<file path="src/rtl/adder_tree_serial_reducer_if.sv">
// Operand-in / sum-out bus of the serial group reducer.
// Both sides use valid/ready: a beat transfers on a rising clk edge where valid & ready are both 1.
// Valid is never withdrawn while waiting, and the payload stays stable until the beat transfers.
interface adder_tree_serial_reducer_if #(
    parameter int ADDER_WIDTH = 96,
    parameter int LOG2_GROUP  = 3
);
    logic                              in_valid;
    logic                              in_ready;
    logic [ADDER_WIDTH-1:0]            in_data;
    logic                              in_last;
    logic                              out_valid;
    logic                              out_ready;
    logic [ADDER_WIDTH+LOG2_GROUP-1:0] out_sum;
    logic [LOG2_GROUP:0]               out_count;

    modport master (
        output in_valid, in_data, in_last, out_ready,
        input  in_ready, out_valid, out_sum, out_count
    );

    modport slave (
        input  in_valid, in_data, in_last, out_ready,
        output in_ready, out_valid, out_sum, out_count
    );
endinterface

</file>
<file path="src/rtl/adder_tree_serial_reducer.sv">
// Serial group reducer: sums up to 2**LOG2_GROUP unsigned operands per group.
// A group ends early on in_last. Each group sum is offered with its operand count.
module adder_tree_serial_reducer #(
    parameter int ADDER_WIDTH = 96,
    parameter int LOG2_GROUP  = 3
) (
    input  logic                        clk,
    input  logic                        rst,
    adder_tree_serial_reducer_if.slave  bus_if,
    output logic                        dbg_state_o
);
    localparam int SW = ADDER_WIDTH + LOG2_GROUP;
    localparam int CW = LOG2_GROUP + 1;
    localparam logic [CW-1:0] GROUP_C = CW'(1 << LOG2_GROUP);

    typedef enum logic {
        ACC  = 1'b0,
        HOLD = 1'b1
    } state_e;

    state_e        state_q, state_d;
    logic [SW-1:0] acc_q, acc_d;
    logic [CW-1:0] cnt_q, cnt_d;
    logic          armed_q;

    logic          accept;
    logic          closing;
    logic [CW-1:0] cnt_inc;
    logic [SW-1:0] operand;

    // armed_q holds in_ready low during reset and raises it on the first edge after reset.
    always_ff @(posedge clk or posedge rst) begin
        if (rst) begin
            state_q <= ACC;
            acc_q   <= '0;
            cnt_q   <= '0;
            armed_q <= 1'b0;
        end else begin
            state_q <= state_d;
            acc_q   <= acc_d;
            cnt_q   <= cnt_d;
            armed_q <= 1'b1;
        end
    end

    assign operand = {{LOG2_GROUP{1'b0}}, bus_if.in_data};
    assign cnt_inc = cnt_q + CW'(1);
    assign accept  = bus_if.in_valid && bus_if.in_ready;
    assign closing = (cnt_inc == GROUP_C) || bus_if.in_last;

    always_comb begin
        state_d = state_q;
        acc_d   = acc_q;
        cnt_d   = cnt_q;
        unique case (state_q)
            ACC: begin
                if (accept) begin
                    acc_d = (cnt_q == '0) ? operand : acc_q + operand;
                    cnt_d = cnt_inc;
                    if (closing) state_d = HOLD;
                end
            end
            HOLD: begin
                if (bus_if.out_ready) begin
                    state_d = ACC;
                    cnt_d   = '0;
                end
            end
            default: state_d = ACC;
        endcase
    end

    assign bus_if.in_ready  = armed_q && (state_q == ACC);
    assign bus_if.out_valid = (state_q == HOLD);
    assign bus_if.out_sum   = acc_q;
    assign bus_if.out_count = cnt_q;
    assign dbg_state_o      = state_q;
endmodule

</file>
<file path="src/flat_wrapper.sv">
// flat-port wrapper written by rule: the top's interface ports become plain ports
module adder_tree_serial_reducer_flat 
#(
    parameter int ADDER_WIDTH = 96,
    parameter int LOG2_GROUP  = 3
)
  (clk, rst, dbg_state_o, bus_if_in_valid, bus_if_in_data, bus_if_in_last, bus_if_out_ready, bus_if_in_ready, bus_if_out_valid, bus_if_out_sum, bus_if_out_count);
  adder_tree_serial_reducer_if #(.ADDER_WIDTH(ADDER_WIDTH), .LOG2_GROUP(LOG2_GROUP)) bus_if_i ();
  input  logic clk;
  input  logic rst;
  output logic dbg_state_o;
  input wire logic [$bits(bus_if_i.in_valid)-1:0] bus_if_in_valid;
  input wire logic [$bits(bus_if_i.in_data)-1:0] bus_if_in_data;
  input wire logic [$bits(bus_if_i.in_last)-1:0] bus_if_in_last;
  input wire logic [$bits(bus_if_i.out_ready)-1:0] bus_if_out_ready;
  output wire logic [$bits(bus_if_i.in_ready)-1:0] bus_if_in_ready;
  output wire logic [$bits(bus_if_i.out_valid)-1:0] bus_if_out_valid;
  output wire logic [$bits(bus_if_i.out_sum)-1:0] bus_if_out_sum;
  output wire logic [$bits(bus_if_i.out_count)-1:0] bus_if_out_count;
  assign bus_if_i.in_valid = bus_if_in_valid;
  assign bus_if_i.in_data = bus_if_in_data;
  assign bus_if_i.in_last = bus_if_in_last;
  assign bus_if_i.out_ready = bus_if_out_ready;
  assign bus_if_in_ready = bus_if_i.in_ready;
  assign bus_if_out_valid = bus_if_i.out_valid;
  assign bus_if_out_sum = bus_if_i.out_sum;
  assign bus_if_out_count = bus_if_i.out_count;
  adder_tree_serial_reducer #(.ADDER_WIDTH(ADDER_WIDTH), .LOG2_GROUP(LOG2_GROUP)) u_core (.clk(clk), .rst(rst), .bus_if(bus_if_i), .dbg_state_o(dbg_state_o));
endmodule
</file>
<file path="config.mk">
export PLATFORM = sky130hd
export DESIGN_NAME = adder_tree_serial_reducer_flat
export DESIGN_NICKNAME = d
export VERILOG_FILES = /design/src/rtl/adder_tree_serial_reducer_if.sv /design/src/rtl/adder_tree_serial_reducer.sv /design/src/flat_wrapper.sv
export SDC_FILE = /design/constraint.sdc
export NUM_CORES = 1
export LEC_CHECK = 0
export BUFFER_PORTS_ARGS = -buffer_cell sky130_fd_sc_hd__buf_2
export CORE_ASPECT_RATIO = 1.5
export CORE_UTILIZATION = 55
export CTS_CLUSTER_DIAMETER = 100
export DETAILED_ROUTE_END_ITERATION = 10
export GPL_TIMING_DRIVEN = 0
export PLACE_DENSITY_LB_ADDON = 0.12
export SYNTH_ARGS = -nofsm -noshare
export SYNTH_HDL_FRONTEND = slang
export SYNTH_SLANG_ARGS = --single-unit
</file>
<file path="constraint.sdc">
create_clock -name clk -period 6.9 [get_ports clk]
set_input_delay 1.38 -clock clk [delete_from_list [all_inputs] [get_ports clk]]
set_output_delay 1.38 -clock clk [all_outputs]
set_load 0.1 [all_outputs]
</file>
# Word level (Yosys, flattened, before mapping)

Index checks and enable logic that the tools add are counted.

Input port bits: 101
Flip-flop bits (word level): 105
Output and inout port bits: 106
Word-level logic and storage cells: 24

Eq/ne operators: 3
Bitwise operators: 1
Reductions and logical operators: 6
$add $sub $neg: 2
Muxes and demuxes: 8

Operator list:

| kind                                                            | number |
|---|---|
| 99-bit by 96-bit adder with 99-bit output                       | 1 |
| 99-bit two-way mux                                              | 1 |
| 4-bit two-way mux                                               | 2 |
| 4-bit case mux with 2 select lines                              | 1 |
| 4-bit by 1-bit adder with 4-bit output, second input constant   | 1 |
| 4-bit == test, second input constant                            | 1 |
| 4-bit zero test                                                 | 1 |
| 2-bit AND reduction                                             | 2 |
| 1-bit two-way mux                                               | 3 |
| 1-bit logical AND                                               | 2 |
| 2-bit by 1-bit != test with 1-bit output, second input constant | 1 |
| 2-bit != test, second input constant                            | 1 |
| 1-bit case mux with 2 select lines                              | 1 |
| 1-bit logical OR                                                | 1 |
| 1-bit NOT                                                       | 1 |

# Logic depth before layout (Yosys ltp)

Gate-level depths: netlist (run 1).

Depth after elaboration: 6
Gate-level depth with buffers: 15
Mapped depth without buffers: 15

# Least setup slack after synthesis (run 1)

Ideal clock, no wire load.

Path type: in2reg
Start point: input port bus_if_in_data[0]
End point: register u_core.acc_q[98], in the netlist u_core.bus_if.out_sum[98]
Slack: 2529 ps
Library setup time: 123 ps
Cell stages on the path: 15
Data arrival time: 4248 ps
Path through: ha_1 inv_1 fa_1 nand2b_1 a21o_1 a31oi_1 o2111ai_1 o211a_1 o21ai_1 nor3_1 o41ai_2 a311oi_1 nor2_1 o21ai_1 a22o_1

Cells in the longest elaborated chain, start to end: 2

Ends and longest elaborated chain:

| element                                   | line                            | source |
|---|---|---|
| from (decl)                               | flat_wrapper.sv:13              | `input wire logic [$bits(bus_if_i.in_data)-1:0] bus_if_in_data;` |
| 99-bit by 96-bit adder with 99-bit output | adder_tree_serial_reducer.sv:58 | `acc_d = (cnt_q == '0) ? operand : acc_q + operand;` |
| 99-bit two-way mux                        | adder_tree_serial_reducer.sv:58 |  |
| to (signal assigned)                      | adder_tree_serial_reducer.sv:35 | `acc_q <= '0;` |
| to (signal assigned)                      | adder_tree_serial_reducer.sv:40 | `acc_q <= acc_d;` |
| to (decl)                                 | adder_tree_serial_reducer.sv:22 | `logic [SW-1:0] acc_q, acc_d;` |

No other way between the ends.
A chain may end at the register's enable or synchronous reset.

# Worst setup path in the final report (run 1)

Ends and elaborated chain as after synthesis.

==> out/qor.yml, run 1 <==
detailed_routing:
  wl_met1_mm: 14.7
  dr_wl_met2_mm: 19.3
  via_per_inst: 6.14
  vias: 12000
  top_layer: "met5"
  routedWlPerCell_um: 19.9
  drc: 2
  wl_met3_mm: 2.55
  drt_pass1_iterations: 8
  wl_mm: 38.9
  ant_nets: 0
  drtIter0Drc: 939
die:
  start_util: 0.559
  rows: 62
  io_pins: 207
  dieWidth_um: 116
  die_area_um2: 20000
  core_area_um2: 19100
  die_y_um: 173
global_route:
  grtUsageTotal: 0.392
  grt_pass1_wl_mm: 59.8
  antenna_found_initial: 6
  grt_pass1_vias: 11500
  overflow: 0
  grt_max_degree: 66
yosys:
  synth-simple-area-share: 0.212
  synth_ff_type: "dfrtp_1"
  synth_fa_ha_area_frac: 0.117
  synth_compound_area_frac: 0.307
  synthCells: 1467
  synth_edf_count: 0
  ys_ff_latch: 105
  ys_types: 72
  yosysWarnings: 0
  ys_seq_area_frac: 0.246
  synth_area_um2: 10700
  synth_top_family_by_area: "compound AO/OA/AOI/OAI gates"
  synth-xor-area-share: 0.0739
  async_flop_share: 1.00
  synth_mux_area_frac: 0.000938
  syn_area_per_cell_um2: 7.27
  synth.net_count: 1667
final_layout:
  drive_gt1_frac: 0.146
  layout_common_cells: "223 x nand2_1, 213 x buf_2, 210 x a21oi_1"
  layout.nets: 1885
  syn2layout_area_growth_pct: 15.8
  fillCellCount: 1821
  final_common_cell: "nand2_1"
timing:
  finalCriticalPeriod_ns: 5.43
  rsz0062_at_grt: "no"
  drv_slew: 0
  tightest_slew_ns: 0.923
  fmax_mhz: 184
  final.setup.tns_ns: 0
  slew_headroom: 0.385
  finalHoldViolations: 0
  skew_ns: 0.00782
  setup_violations: 0
  post-route-period-util: 0.787
place:
  io_buffers: 206
  dp_hpwl_mm: 30.9
  gp_congestion: 1.02
hold_path:
  worst_hold_path_type: "reg2reg"
  min_path_cells: 2
  min_to: "u_core.bus_if.out_sum[89]"
  worstHoldStart: "u_core.bus_if.out_sum[89]"
clocking:
  postCtsSetupRepairBufs: 0
  clockBufferDepth: 2
  hold_buffers: 0
  path_clk_slew_ns: 0.08
  cts_tree: "yes"
  cts_sinks: 105
  cts_made_buffers: 9
  clock_latency_ns: 0.38
  cts_max_level: 3
  root_buffer: "clkbuf_16"
  post_cts_resized: 0
setup_path:
  critical_path_class: "in2reg"
  r2r_cells: 15
  crit_arrival_ns: 5.70
  startpoint_type: "primary input"
  r2r-end: "u_core.bus_if.out_sum[98]"
  crit_path_end_kind: "flop"
  r2r_start: "u_core.bus_if.out_sum[0]"
  cp-startpoint: "bus_if_in_data[0]"
  cp_max_fo: 6
  crit_required_ns: 7.17
  rrSetupSlack_ns: 2.15
job:
  drv_cap: 0
status:
  run_status: "finished, violations left"
  violations: "DRC"
through the flow:
step                instances  setup slack, ns  cell area [um^2]  hold slack (ns)  utilization
global placement         1929             1.26             12000            0.491        0.630
finish                   1949             1.47             12400            0.517        0.647
CTS                      1946             1.60             12300            0.521        0.647
floorplan                1467             2.53             10700            0.975            -
global route             1946             1.19             12300            0.551        0.647
detailed placement       1930             1.25             12000            0.503        0.631
layout make-up:
class	count	area (um^2)	area share
clock inverters	6	65.1	0.00527
well taps	256	320	0.0259
multi-input cells	1244	7580	0.614
inverters	30	115	0.00932
diodes	3	7.51	0.000608
clock buffers	10	229	0.0185
flip-flops and latches	105	2630	0.213
plain buffers	88	348	0.0282
repair buffers	207	1060	0.0857
per-layer routing:
metal / global-route usage / vias up
li1: - / 5751
met1: 0.443 / 5603
met2: 0.683 / 486
met3: 0.0659 / 126
met4: 0.227 / 2
met5: 0 / -
how the worst max path moves through the flow:
stage / to / slack, ns / cells after the start
4_1_cts: u_core.bus_if.out_sum[98] / 1.60 / 16
3_5_place_dp: u_core.bus_if.out_sum[98] / 1.25 / 16
5_1_grt: u_core.bus_if.out_sum[98] / 1.19 / 16
6_report: u_core.bus_if.out_sum[98] / 1.47 / 16
3_3_place_gp: u_core.bus_if.out_sum[93] / 1.26 / 2
2_1_floorplan: u_core.bus_if.out_sum[98] / 2.53 / 15
synth_stat cells, types with 5 or more instances:
master      n  area [um^2]
a21boi_0    7         52.6
nor4_1      5         31.3
nand2b_1    7         43.8
buf_1       7         26.3
buf_2       7         35.0
or3_1       8         50.1
a211oi_1    6         45.0
o31ai_1     7         52.6
dfrtp_1   105         2630
nand4_1    41          257
a21o_1     43          323
o21a_1     17          128
o21ai_1    17         85.1
o21bai_1   25          188
nor2_1    131          492
ha_1       98         1230
inv_1      30          113
and3_1     10         62.6
o211ai_1    7         52.6
o22ai_1     6         37.5
and2_1      9         56.3
xnor2_1    51          447
a21oi_1   210         1050
nand2_1   223          837
o21ai_0   119          596
a31oi_1    33          206
a22oi_1    15          113
nor2b_1    10         62.6
xor2_1     39          342
clkbuf_1   71          267
nor3_1     29          145
nand3_1    17         85.1
cell families (layout without fill, tap and decap cells):
kind of cell             Yosys count  after routing
flip-flops                       105            105
buffers and inverters            118            341
AND/OR/NAND/NOR                  506            506
adder cells (fa/ha/maj)           99             99
AO/OA/AOI/OAI                    547            547
XOR/XNOR                          90             90
other                              1              4
multiplexers                       1              1
registers in the layout, indices dropped and copies added, names as in the netlist:
register and cells:
u_core.bus_if.out_sum 99, u_core.bus_if.out_count 4, u_core.armed_q 1, u_core.bus_if.out_valid 1
critical path, cell delays in order:
cell	delay (ns)
buf_2	0.11
ha_1	0.17
inv_1	0.06
fa_1	0.39
nand2b_1	0.18
a21o_1	0.19
a31oi_1	0.37
o2111ai_1	0.21
o211a_1	0.22
o21ai_1	0.72
nor3_1	0.23
o41ai_2	0.68
a311oi_1	0.32
nor2_1	0.21
o21ai_1	0.07
a22o_1	0.19
Power of run 1 is left out: the tool's default activity adds up to more than one toggle a clock period on the data nets, which glitch-free logic cannot reach.
==> run 2: changes to the inputs <==
CORE_UTILIZATION = 52   (was 55)
clock period = 4.6 ns   (was 6.9 ns; I/O delays follow)
==> run 2 against run 1 <==
The flow now finishes without violations. First-iteration DRC count decreased by 17%. Clock skew increased by 0.0077 ns. Register-to-register slack got worse by 1.8 ns. Non-clock buffer count did not move. Sequential share of layout area fell by 0.054 points. Count of clock-buffer cells in the layout is 1 lower. Critical path depth fell by 3. Worst hold slack got worse by 0.0081 ns.
==> out/qor.yml, run 2 (same netlist as run 1, synthesis figures left out) <==
status:
  run_status: "completed"  # was finished, violations left
setup_path:
  crit_required_ns: 4.82  # was 7.17 ns
  startpoint_type: "primary input"  # unchanged
  r2r_cells: 12  # was 15
  r2r_start: "u_core.bus_if.out_sum[44]"  # was u_core.bus_if.out_sum[0]
  cp_num_buf_inv: 2  # unchanged
  crit_path_end_kind: "flop"  # unchanged
  critical_path_class: "in2reg"  # unchanged
  crit_family: "simple AND/OR/NAND/NOR gates"  # was compound AO/OA/AOI/OAI gates
  cp_max_fo: 8  # was 6
  slowest_delay_ns: 0.66  # was 0.72 ns
  crit_arrival_ns: 4.64  # was 5.70 ns
  crit_chain: "buf_2 > ha_1 > clkbuf_1 > nand4_1 > or3_1 > nor3_1 > nand4_1 > a21oi_1 > nor3_1 > o41ai_1 > a21oi_1 > xnor2_1 > o21ai_0"  # was buf_2 > ha_1 > inv_1 > fa_1 > nand2b_1 > a21o_1 > a31oi_1 > o2111ai_1 > o211a_1 > o21ai_1 > nor3_1 > o41ai_2 > a311oi_1 > nor2_1 > o21ai_1 > a22o_1
  rrSetupSlack_ns: 0.40  # was 2.15 ns
  slowest_stage: "o41ai_1"  # was o21ai_1
  r2r-end: "u_core.bus_if.out_sum[67]"  # was u_core.bus_if.out_sum[98]
timing:
  post-route-period-util: 0.962
  tightest_slew_ns: 0.972  # was 0.923 ns
  setup_violations: 0  # unchanged
  skew_ns: 0.0156  # was 0.00782 ns
  finalCriticalPeriod_ns: 4.42
  finalHoldViolations: 0  # unchanged
  rsz0062_at_grt: "no"  # unchanged
  fmax_mhz: 226
  final.setup.tns_ns: 0  # unchanged
  slew_headroom: 0.352  # was 0.385
  drv_slew: 0  # unchanged
die:
  die_y_um: 177  # was 173 um
  dieWidth_um: 119  # was 116 um
  rows: 63  # was 62
  start_util: 0.535  # was 0.559
  io_pins: 207  # unchanged
  core_area_um2: 19900  # was 19100 um^2
  die_area_um2: 21100  # was 20000 um^2
clocking:
  cts_max_level: 3  # unchanged
  clock_latency_ns: 0.38  # about the same
  clockBufferDepth: 2  # unchanged
  cts_tree: "yes"  # unchanged
  cts_sinks: 105  # unchanged
  path_clk_slew_ns: 0.09  # was 0.08 ns
  root_buffer: "clkbuf_16"  # unchanged
  cts_made_buffers: 9  # unchanged
  hold_buffers: 0  # unchanged
final_layout:
  syn2layout_area_growth_pct: 16.1  # was 15.8%
  drive_gt1_frac: 0.147  # was 0.146
  final_util: 0.621  # was 0.647
  final_common_cell: "nand2_1"  # unchanged
  largest_reg_flops: 99  # unchanged
  layout.nets: 1885  # unchanged
  fin_cells: 1951  # was 1949
  fin_area_um2: 12400  # about the same
  fillCellCount: 1932  # was 1821
  layout_common_cells: "223 x nand2_1, 213 x buf_2, 210 x a21oi_1"  # unchanged
detailed_routing:
  drtIter0Drc: 776  # was 939
  routedWlPerCell_um: 20.4  # was 19.9 um
  via_per_inst: 6.16  # was 6.14
  wl_mm: 39.7  # was 38.9 mm
  drt_pass1_iterations: 6  # was 8
  drc: 0  # was 2
  vias: 12000  # about the same
  ant_nets: 0  # unchanged
global_route:
  grtUsageTotal: 0.378  # was 0.392
  antenna_found_initial: 2  # was 6
  grt_pass1_vias: 11700  # was 11500
  overflow: 0  # unchanged
  grt_pass1_wl_mm: 61.4  # was 59.8 mm
  grt_max_degree: 74  # was 66
hold_path:
  worst_hold_path_type: "in2async"  # was reg2reg
job:
  drv_cap: 0  # unchanged
place:
  io_buffers: 206  # unchanged
  dpl.cell_count: 1934  # was 1930
  dp_hpwl_mm: 31.3  # was 30.9 mm
  placed_cell_area_um2: 12100  # was 12000 um^2
  gp_congestion: 1.03  # was 1.02
[run 2: cell types whose count changed in the layout (fill, tap and decap cells not counted), sizes merged]
cell,previous run,this run
clkinv,2,4
diode,3,1
bufinv,1,0
clkbuf,82,81
clkinvlp,1,0
inv,32,33
[run 2: worst max path at each step]
stage                        startpoint                   endpoint  slack [ns]  depth (start not counted)
2_1_floorplan  u_core.bus_if.out_sum[0]  u_core.bus_if.out_sum[98]        0.54                         15
3_3_place_gp                        rst   u_core.bus_if.out_sum[6]       -0.66                          2
3_5_place_dp          bus_if_in_data[0]  u_core.bus_if.out_sum[98]       -0.56                         16
4_1_cts               bus_if_in_data[0]  u_core.bus_if.out_sum[98]        0.05                         16
5_1_grt              bus_if_in_data[45]  u_core.bus_if.out_sum[67]        0.02                         13
6_report             bus_if_in_data[44]  u_core.bus_if.out_sum[67]        0.18                         13
[run 2: final cells by class]
type | instances | area, um^2 | share of cell area
Multi-Input combinational cell | 1244 | 7600 | 0.614
Sequential cell | 105 | 2630 | 0.212
Timing Repair Buffer | 207 | 1060 | 0.0855
Buffer | 88 | 348 | 0.0281
Tap cell | 260 | 325 | 0.0263
Clock buffer | 9 | 225 | 0.0182
Inverter | 30 | 118 | 0.00950
Clock inverter | 7 | 72.6 | 0.00586
Antenna cell | 1 | 2.50 | 0.000202
[run 2: layer usage]
metal	wire (um)	GRT usage
met4	2760	0.261
met1	14900	0.404
met2	19500	0.672
met3	2540	0.0710
met5	15	0
[run 2: per-stage QoR]
| stage | hold slack, ns | setup WS (ns) |
|---|---|---|
| final | 0.509 | 0.176 |
| after global routing | 0.542 | 0.0180 |
| after CTS | 0.524 | 0.0515 |
| after detailed placement | 0.505 | -0.561 |
| after global placement | 0.491 | -0.661 |
| after floorplan | 0.975 | 0.536 |
[run 2: repair_timing]
item	in CTS	in global routing
pin swaps	0	0
resized for setup	1	4
setup endpoints to repair	4	7
hold endpoints to repair	0	0
buffers inserted	0	0
Power of run 2 is left out for the same reason.
==> run 3: changes to the inputs <==
ABC_CLOCK_PERIOD_IN_PS = 4600   (was default)
REMOVE_ABC_BUFFERS = 1   (was default)
==> run 3 against run 2 <==
Final cell count down 4.3%. Register-to-register slack improved by 0.06 ns. Non-clock buffer count shrank 84. Via count fell by 6.6%. Clock skew decreased by 0.0085 ns. Sequential cell count is the same. Count of clock-buffer cells in the layout increased by 3. Die area stayed put. Sequential share of layout area grew 0.40 points. Critical path depth rose by 1. Global-route usage shrank 6.6 points.
==> out/qor.yml, run 3 (same netlist as run 1, synthesis figures left out) <==
clocking:
  cts_made_buffers: 9  # unchanged
  cts_tree: "yes"  # unchanged
  hold_buffers: 0  # unchanged
  postCtsSetupRepairBufs: 0  # unchanged
  cts_max_level: 3  # unchanged
  cts_sinks: 105  # unchanged
  root_buffer: "clkbuf_16"  # unchanged
  clockBufferDepth: 2  # unchanged
  path_clk_slew_ns: 0.08  # was 0.09 ns
  clock_latency_ns: 0.38  # about the same
timing:
  final.setup.tns_ns: 0  # unchanged
  whs_ns: 0.507  # was 0.509 ns
  post-route-period-util: 0.946  # was 0.962
  fmax_mhz: 230  # was 226 MHz
  skew_ns: 0.00703  # was 0.0156 ns
  finalHoldViolations: 0  # unchanged
  rsz0062_at_grt: "no"  # unchanged
  setup_slack_ns: 0.248  # was 0.176 ns
  tightest_slew_ns: 1.01  # was 0.972 ns
  setup_violations: 0  # unchanged
  drv_slew: 0  # unchanged
  finalCriticalPeriod_ns: 4.35  # was 4.42 ns
  slew_headroom: 0.323  # was 0.352
final_layout:
  largest_reg_flops: 99  # unchanged
  syn2layout_area_growth_pct: 13.9  # was 16.1%
  layout_common_cells: "221 x nand2_1, 210 x a21oi_1, 206 x buf_2"  # was 223 x nand2_1, 213 x buf_2, 210 x a21oi_1
  layout.nets: 1801  # was 1885
  final_common_cell: "nand2_1"  # unchanged
  drive_gt1_frac: 0.154  # was 0.147
  fin_area_um2: 12200  # was 12400 um^2
detailed_routing:
  drt_pass1_iterations: 7  # was 6
  vias: 11200  # was 12000
  wl_mm: 33.0  # was 39.7 mm
  routedWlPerCell_um: 17.7  # was 20.4 um
  ant_nets: 0  # unchanged
  drc: 0  # unchanged
  via_per_inst: 6.01  # was 6.16
  drtIter0Drc: 548  # was 776
setup_path:
  cp-startpoint: "bus_if_in_data[44]"  # unchanged
  crit_path_end_kind: "flop"  # unchanged
  slowest_delay_ns: 0.67  # was 0.66 ns
  critical_path_class: "in2reg"  # unchanged
  rrSetupSlack_ns: 0.46  # was 0.40 ns
  cp_num_cells: 14  # was 13
  crit_required_ns: 4.83  # was 4.82 ns
  slowest_stage: "a2111oi_1"  # was o41ai_1
  cp_max_fo: 8  # unchanged
  cp_common_cell: "nor3_1"
  r2r_start: "u_core.bus_if.out_sum[44]"  # unchanged
  crit_family: "compound AO/OA/AOI/OAI gates"  # was simple AND/OR/NAND/NOR gates
  endpoint: "u_core.bus_if.out_sum[95]"  # was u_core.bus_if.out_sum[67]
  crit_arrival_ns: 4.58  # was 4.64 ns
  r2r-end: "u_core.bus_if.out_sum[95]"  # was u_core.bus_if.out_sum[67]
  crit_chain: "buf_2 > ha_1 > a21oi_1 > o21a_1 > nor3_1 > a2111oi_1 > nor3_1 > nor3_1 > o211ai_1 > a311oi_2 > nor2_1 > or4b_1 > nand4_1 > o21ai_1"  # was buf_2 > ha_1 > clkbuf_1 > nand4_1 > or3_1 > nor3_1 > nand4_1 > a21oi_1 > nor3_1 > o41ai_1 > a21oi_1 > xnor2_1 > o21ai_0
  r2r_cells: 13  # was 12
  startpoint_type: "primary input"  # unchanged
  cp_num_buf_inv: 1  # was 2
die:
  io_pins: 207  # unchanged
  die_y_um: 177  # unchanged
  start_util: 0.535  # unchanged
  dieWidth_um: 119  # unchanged
  rows: 63  # unchanged
  die_area_um2: 21100  # unchanged
  core_area_um2: 19900  # unchanged
status:
  run_status: "completed"  # unchanged
place:
  gp_congestion: 0.930  # was 1.03
  dp_slack_ns: -0.548  # was -0.561 ns
  placed_cell_area_um2: 11800  # was 12100 um^2
  dp_hpwl_mm: 25.6  # was 31.3 mm
  io_buffers: 206  # unchanged
global_route:
  overflow: 0  # unchanged
  grt_max_degree: 68  # was 74
  grtUsageTotal: 0.312  # was 0.378
  grt_pass1_wl_mm: 52.6  # was 61.4 mm
  antenna_found_initial: 2  # unchanged
  grt_pass1_vias: 11000  # was 11700
hold_path:
  min_path_cells: 1
  worst_hold_path_type: "reg2reg"  # was in2async
job:
  drv_cap: 0  # unchanged
-- run 3: final cells by class --
class	instances	area [um^2]
Sequential cell	105	2630
Inverter	30	115
Multi-Input combinational cell	1244	7620
Clock buffer	12	267
Clock inverter	4	50.0
Antenna cell	2	5.00
Timing Repair Buffer	211	1150
Fill cell	1914	7790
Tap cell	260	325
-- run 3: repair_timing --
| action | 4_1_cts | 5_1_grt |
|---|---|---|
| setup endpoints to repair | 2 | 7 |
| gates cloned | 0 | 0 |
| resized for setup | 1 | 4 |
-- run 3: worst min-delay path by stage --
stage	to	from	slack (ns)
CTS	u_core.bus_if.out_sum[97]	u_core.bus_if.out_sum[97]	0.51
global placement	u_core.bus_if.out_sum[6]	u_core.bus_if.out_sum[6]	0.49
floorplan	u_core.bus_if.out_sum[43]	u_core.bus_if.out_sum[43]	0.99
finish	u_core.bus_if.out_sum[97]	u_core.bus_if.out_sum[97]	0.51
detailed placement	u_core.bus_if.out_sum[97]	u_core.bus_if.out_sum[97]	0.50
global route	u_core.bus_if.out_sum[97]	u_core.bus_if.out_sum[97]	0.53
-- run 3: layer usage --
layer	share of wire	global-route usage	routed length, um	up-vias
met3	0.048	0.0472	1600	95
met1	0.38	0.318	12400	5247
met4	0.043	0.163	1430	0
li1	-	-	-	5558
met5	0	0	0	-
met2	0.53	0.608	17500	324
-- run 3: metrics by stage --
step / utilization / std cells
after detailed placement: 0.592 / 1850
after global placement: 0.585 / 1845
after floorplan: - / 1379
after global routing: 0.610 / 1868
after CTS: 0.609 / 1866
final: 0.610 / 1868
Power of run 3 is left out for the same reason.
